### src/rtl/stream_mux_pkg.sv
// Shared types and constants for the stream multiplexer and its arbiter.
package stream_mux_pkg;

    typedef enum logic {
        IDLE   = 1'b0,
        LOCKED = 1'b1
    } state_e;

    localparam int MODE_FIXED = 0;
    localparam int MODE_RR    = 1;

endpackage

### src/rtl/rr_arbiter.sv
// Combinational grant selection: fixed priority (lowest index) or round-robin from ptr.
module rr_arbiter
    import stream_mux_pkg::*;
#(
    parameter  int NCH  = 4,
    parameter  int MODE = MODE_FIXED,
    localparam int SELW = $clog2(NCH)
) (
    input  logic [NCH-1:0]  req,
    input  logic [SELW-1:0] ptr,
    output logic [SELW-1:0] grant_idx,
    output logic            grant_vld
);

    logic [SELW-1:0] idx;

    // Channel examined at scan position i; round-robin starts at ptr and wraps modulo NCH.
    function automatic int unsigned scan_idx(input int unsigned i, input logic [SELW-1:0] p);
        if (MODE == MODE_RR) begin
            return (int'(p) + i) % NCH;
        end
        return i;
    endfunction

    always_comb begin
        grant_vld = 1'b0;
        grant_idx = '0;
        idx       = '0;
        for (int i = 0; i < NCH; i++) begin
            idx = SELW'(scan_idx(i, ptr));
            if (!grant_vld && req[idx]) begin
                grant_vld = 1'b1;
                grant_idx = idx;
            end
        end
    end

endmodule

### src/rtl/stream_mux.sv
// N-to-1 packet stream multiplexer with per-packet channel lock and a one-deep output register.
module stream_mux
    import stream_mux_pkg::*;
#(
    parameter  int WIDTH = 8,
    parameter  int NCH   = 4,
    parameter  int MODE  = MODE_FIXED,
    localparam int SELW  = $clog2(NCH)
) (
    input  logic                 clk,
    input  logic                 rst,
    input  logic [NCH*WIDTH-1:0] in_data,
    input  logic [NCH-1:0]       in_valid,
    input  logic [NCH-1:0]       in_last,
    output logic [NCH-1:0]       in_ready,
    output logic [WIDTH-1:0]     out_data,
    output logic                 out_valid,
    output logic                 out_last,
    output logic [SELW-1:0]      out_sel,
    input  logic                 out_ready
);

    state_e          state_q, state_d;
    logic [SELW-1:0] lock_q, lock_d;
    logic [SELW-1:0] rr_ptr_q, rr_ptr_d;
    logic [WIDTH-1:0] data_q, data_d;
    logic            valid_q, valid_d;
    logic            last_q, last_d;
    logic [SELW-1:0] sel_q, sel_d;

    logic [SELW-1:0] arb_idx, gnt_idx;
    logic            arb_vld, gnt_vld;
    logic            can_accept, xfer, gnt_last;
    logic [WIDTH-1:0] gnt_data;

    function automatic logic [SELW-1:0] next_ptr(input logic [SELW-1:0] cur);
        return (cur == SELW'(NCH - 1)) ? '0 : cur + 1'b1;
    endfunction

    rr_arbiter #(
        .NCH  (NCH),
        .MODE (MODE)
    ) u_arb (
        .req       (in_valid),
        .ptr       (rr_ptr_q),
        .grant_idx (arb_idx),
        .grant_vld (arb_vld)
    );

    // Ready is derived only from grant, output occupancy and reset, never from payload.
    always_comb begin
        gnt_idx    = (state_q == LOCKED) ? lock_q : arb_idx;
        gnt_vld    = (state_q == LOCKED) || arb_vld;
        can_accept = !valid_q || out_ready;
        in_ready   = '0;
        if (gnt_vld && can_accept && !rst) begin
            in_ready[gnt_idx] = 1'b1;
        end
        xfer     = |(in_valid & in_ready);
        gnt_data = in_data[gnt_idx*WIDTH +: WIDTH];
        gnt_last = in_last[gnt_idx];
    end

    always_comb begin
        state_d  = state_q;
        lock_d   = lock_q;
        rr_ptr_d = rr_ptr_q;
        valid_d  = valid_q;
        data_d   = data_q;
        last_d   = last_q;
        sel_d    = sel_q;
        if (can_accept) begin
            valid_d = xfer;
        end
        if (xfer) begin
            data_d = gnt_data;
            last_d = gnt_last;
            sel_d  = gnt_idx;
            if (gnt_last) begin
                state_d = IDLE;
                if (MODE == MODE_RR) begin
                    rr_ptr_d = next_ptr(gnt_idx);
                end
            end else begin
                state_d = LOCKED;
                lock_d  = gnt_idx;
            end
        end
    end

    always_ff @(posedge clk or posedge rst) begin
        if (rst) begin
            state_q  <= IDLE;
            lock_q   <= '0;
            rr_ptr_q <= '0;
            valid_q  <= 1'b0;
            data_q   <= '0;
            last_q   <= 1'b0;
            sel_q    <= '0;
        end else begin
            state_q  <= state_d;
            lock_q   <= lock_d;
            rr_ptr_q <= rr_ptr_d;
            valid_q  <= valid_d;
            data_q   <= data_d;
            last_q   <= last_d;
            sel_q    <= sel_d;
        end
    end

    assign out_data  = data_q;
    assign out_valid = valid_q;
    assign out_last  = last_q;
    assign out_sel   = sel_q;

endmodule

### config.mk
export PLATFORM = sky130hd
export DESIGN_NAME = stream_mux
export DESIGN_NICKNAME = d
export VERILOG_FILES = /design/src/rtl/stream_mux_pkg.sv /design/src/rtl/rr_arbiter.sv /design/src/rtl/stream_mux.sv
export SDC_FILE = /design/constraint.sdc
export NUM_CORES = 1
export LEC_CHECK = 0
export CORE_MARGIN = 10
export CORE_UTILIZATION = 39
export CTS_CLUSTER_SIZE = 40
export DETAILED_ROUTE_END_ITERATION = 16
export PLACE_DENSITY = 0.91
export RECOVER_POWER = 25
export SETUP_SLACK_MARGIN = 0.05
export SYNTH_ARGS = -nofsm -noshare
export SYNTH_HDL_FRONTEND = slang
export SYNTH_SLANG_ARGS = --single-unit
export TNS_END_PERCENT = 1
### constraint.sdc
create_clock -name clk -period 2.6 [get_ports clk]
set_input_delay 0.52 -clock clk [delete_from_list [all_inputs] [get_ports clk]]
set_output_delay 0.52 -clock clk [all_outputs]
set_load 0.03 [all_outputs]
==> implementation parameters <==
Parameter                              Value

Run status
  Run status    complete, no violations

Finish
  Nets@finish    about 220
  Number of filler cells placed in the layout    211
  Share of cells above drive strength 1    0.1628
  Number of cells in the finished layout apart from fillers    203
  Antenna diodes    0
  Fin area    1826 um2
  Area growth from synthesis to layout    65.05%

STA
  Slew @ Worst Pin    545.7 ps
  Setup TNS    0 ps
  Final Max Slew Viols    0
  RSZ-0062 raised after global routing    no
  Final period util    0.8996
  Max Fclk    427.6 MHz
  Number of setup violations in the final report    0
  Number of hold violations in the final report    0
  Clock Skew    a little over 3 ps
  Fin crit period    roughly 2300 ps
  Hold slack final    498.9 ps
  Max-Slew Margin vs Limit    0.6358

Floorplan
  Die outline area    5366 um2
  DIE HEIGHT    73.26 um
  Placeable Area    about 2700 um2
  Horizontal extent of the die    around 73 um
  Starting density of the core    0.4046
  Row count    19
  Number of primary I/O pins    59

GRT
  Antenna violations before repair    0
  Global route overflow    0
  Wire length of the first global-routing pass    5692 um
  Total GRT Usage    0.1360
  Number of global-route vias before repair    between 1k and 1.5k
  Pin count of the biggest net entering global routing    19

Clock network
  Clock H-tree levels    1
  Clock edge transition at the registers on the reported setup and hold paths    roughly 80 ps
  Clock buffer depth    2
  Clk sinks    15
  CTS Root Buffer Type    clkbuf_4
  CTS Buf Count    3
  Clock Latency Late Sink    around 270 ps
  TritonCTS clock tree    done
  Hold buffer count at cts    0

Power
  Internal cell power    approximately 1.1 mW
  Comb power frac    0.700
  Net switching power    approximately 820 uW
  Total power divided by cell area    1025 nW/um2
  Leak Pwr    between 0.8 and 0.9 nW
  Switching share of power    0.4359
  Worst vdd rail ir drop    0.0007516 V
  Tot Pwr    1.871 mW
  Clk network pwr share    0.067
  Sequential cell fraction of total power    0.233

Logic synthesis
  Net count after synthesis    around 150
  Mapped Area    1106 um2
  Number of flops mapped to enable cells by yosys    0
  Count of mapped cells out of synthesis    around 100
  Ys async rst share    1.000
  Synth cell types    27
  Sequential cell area fraction in the yosys report    0.3394
  Most frequently used flop master after synthesis    dfrtp_1
  Yosys warning count    0
  Main area contributors after synthesis    dfrtp_1 (34%), mux2i_1 (24%), mux2_1 (10%)
  Dominant cell type by area after synthesis    dfrtp_1
  Mean post-synth cell area    between 10 and 15 um2
  Number of synthesized register bits    15
  Top-area cell type share of the netlist area    0.3394

Detailed routing
  DR WL/cell    18.33 um
  Number of detailed-routing iterations run before antenna repair    4
  DR iter-0 viols    79
  Detailed-route vias per instance    5.197
  Routed wire length    around 3700 um
  Number of vias in the routed layout    1,055
  Remaining antenna violation count after routing    0
  Post-route DRC    0

Min path
  Worst min-delay path class    register to register

Setup path
  Critical path endpoint category    output port
  Setup CP Type    register to output port
  CP startpoint kind    register
  Required time at the worst-slack endpoint    2080 ps
  Peak fanout along the critical path    18
  Critical path arrival    1820 ps

Place
  Post-place instance area    about 1800 um2
  Number of I/O port buffers    58
  Final HPWL DP    3156 um
  Inst Count DP    198
  Final weighted congestion of routability-driven global placement    0.8709

Flow run
  Number of violations of the max-capacitance limit    0
[cell families (layout without fill, tap and decap cells)]
family / count (synthesis) / count (layout) / share of synthesized area
AO/OA/AOI/OAI: 16 / 16 / 0.1346
buffers and inverters: 12 / 80 / 0.06335
multiplexers: 39 / 39 / 0.3665
flip-flops: 15 / 15 / 0.3394
AND/OR/NAND/NOR: 22 / 22 / 0.09615
[per-layer routing]
| layer | GRT usage | part of all wire |
|---|---|---|
| met5 | 0 | 0 |
| met4 | 0.06540 | 0.033 |
| met3 | 0.02423 | 0.029 |
| met1 | 0.1369 | 0.38 |
| met2 | 0.2588 | 0.56 |
[path summary, 6_finish.rpt]
kind                                         start                       to  slack, ps  cells past startpoint
setup / recovery               state_q$_DFFE_PP0P_              in_ready[3]        260                      5
hold / removal             out_data[3]$_DFFE_PP0P_  out_data[3]$_DFFE_PP0P_        500                      1
setup reg to reg               state_q$_DFFE_PP0P_    lock_q[0]$_DFFE_PP0P_        350                      6
hold reg to reg            out_data[3]$_DFFE_PP0P_  out_data[3]$_DFFE_PP0P_        500                      1
max in group asynchronous                      rst     out_last$_DFFE_PP0P_       1440                      2
min in group asynchronous                      rst  out_data[6]$_DFFE_PP0P_        790                      2
[power groups by stage]
stage / combinational [mW] / sequential [mW] / clock (mW)
2_1_floorplan: 0.651 / 0.597 / 0
3_3_place_gp: 1.24 / 0.431 / 0
3_5_place_dp: 1.29 / 0.438 / 0
4_1_cts: 1.30 / 0.434 / 0.132
5_1_grt: 1.39 / 0.454 / 0.148
6_report: 1.31 / 0.437 / 0.125
[synth_stat cells (all sizes together) (2+ instances only)]
cell type / number
buf: 5
o21ai: 2
nand2b: 2
a21oi: 3
mux2: 12
nand2: 4
nor3: 2
dfrtp: 15
a211oi: 3
inv: 7
mux2i: 27
a221oi: 2
and2: 2
a2111oi: 2
nor2: 9
[worst max-delay path, stage by stage (launching register included)]
cell and delay [ps]:
dfrtp_1 520, and2b_4 250, a211o_1 320, buf_12 180, nor2_1 110, buf_4 170
[stage by stage]
stage / util / worst slack, ps
floorplan: - / 393.6
global placement: 0.6435 / 56.50
detailed placement: 0.6435 / -30.00
CTS: 0.6586 / 62.59
global route: 0.6677 / 138.3
finish: 0.6677 / 261.1
[placed cells by master (no fill, tap or decap), types with 3 or more instances in the layout]
master	instances
clkdlybuf4s50_1	49
mux2i_1	27
dfrtp_1	15
buf_4	14
mux2_1	10
nor2_1	9
inv_1	7
nand2_1	4
dlymetal6s2s_1	4
a21oi_1	3
clkbuf_4	3
[timing repair]
| item | 4_1_cts | 5_1_grt |
|---|---|---|
| buffers inserted | 1 | 0 |
| pin swaps | 1 | 0 |
| resized for setup | 1 | 7 |
| endpoints found under the setup margin | 2 | 4 |
[registers in the layout (all words and copies together) (netlist names)]
signal and count:
out_last 1, out_data 8, out_sel 2, lock_q 2, state_q 1, out_valid 1
[layout make-up]
type	instances	area, um2	area share
well taps	31	38.79	0.02125
flip-flops and latches	15	375.4	0.2056
repair buffers	69	675.6	0.3701
clock buffers	4	26.28	0.01439
inverters	7	26.28	0.01439
multi-input cells	77	683.2	0.3742
Note: power is estimated with default switching activity, not from simulation.
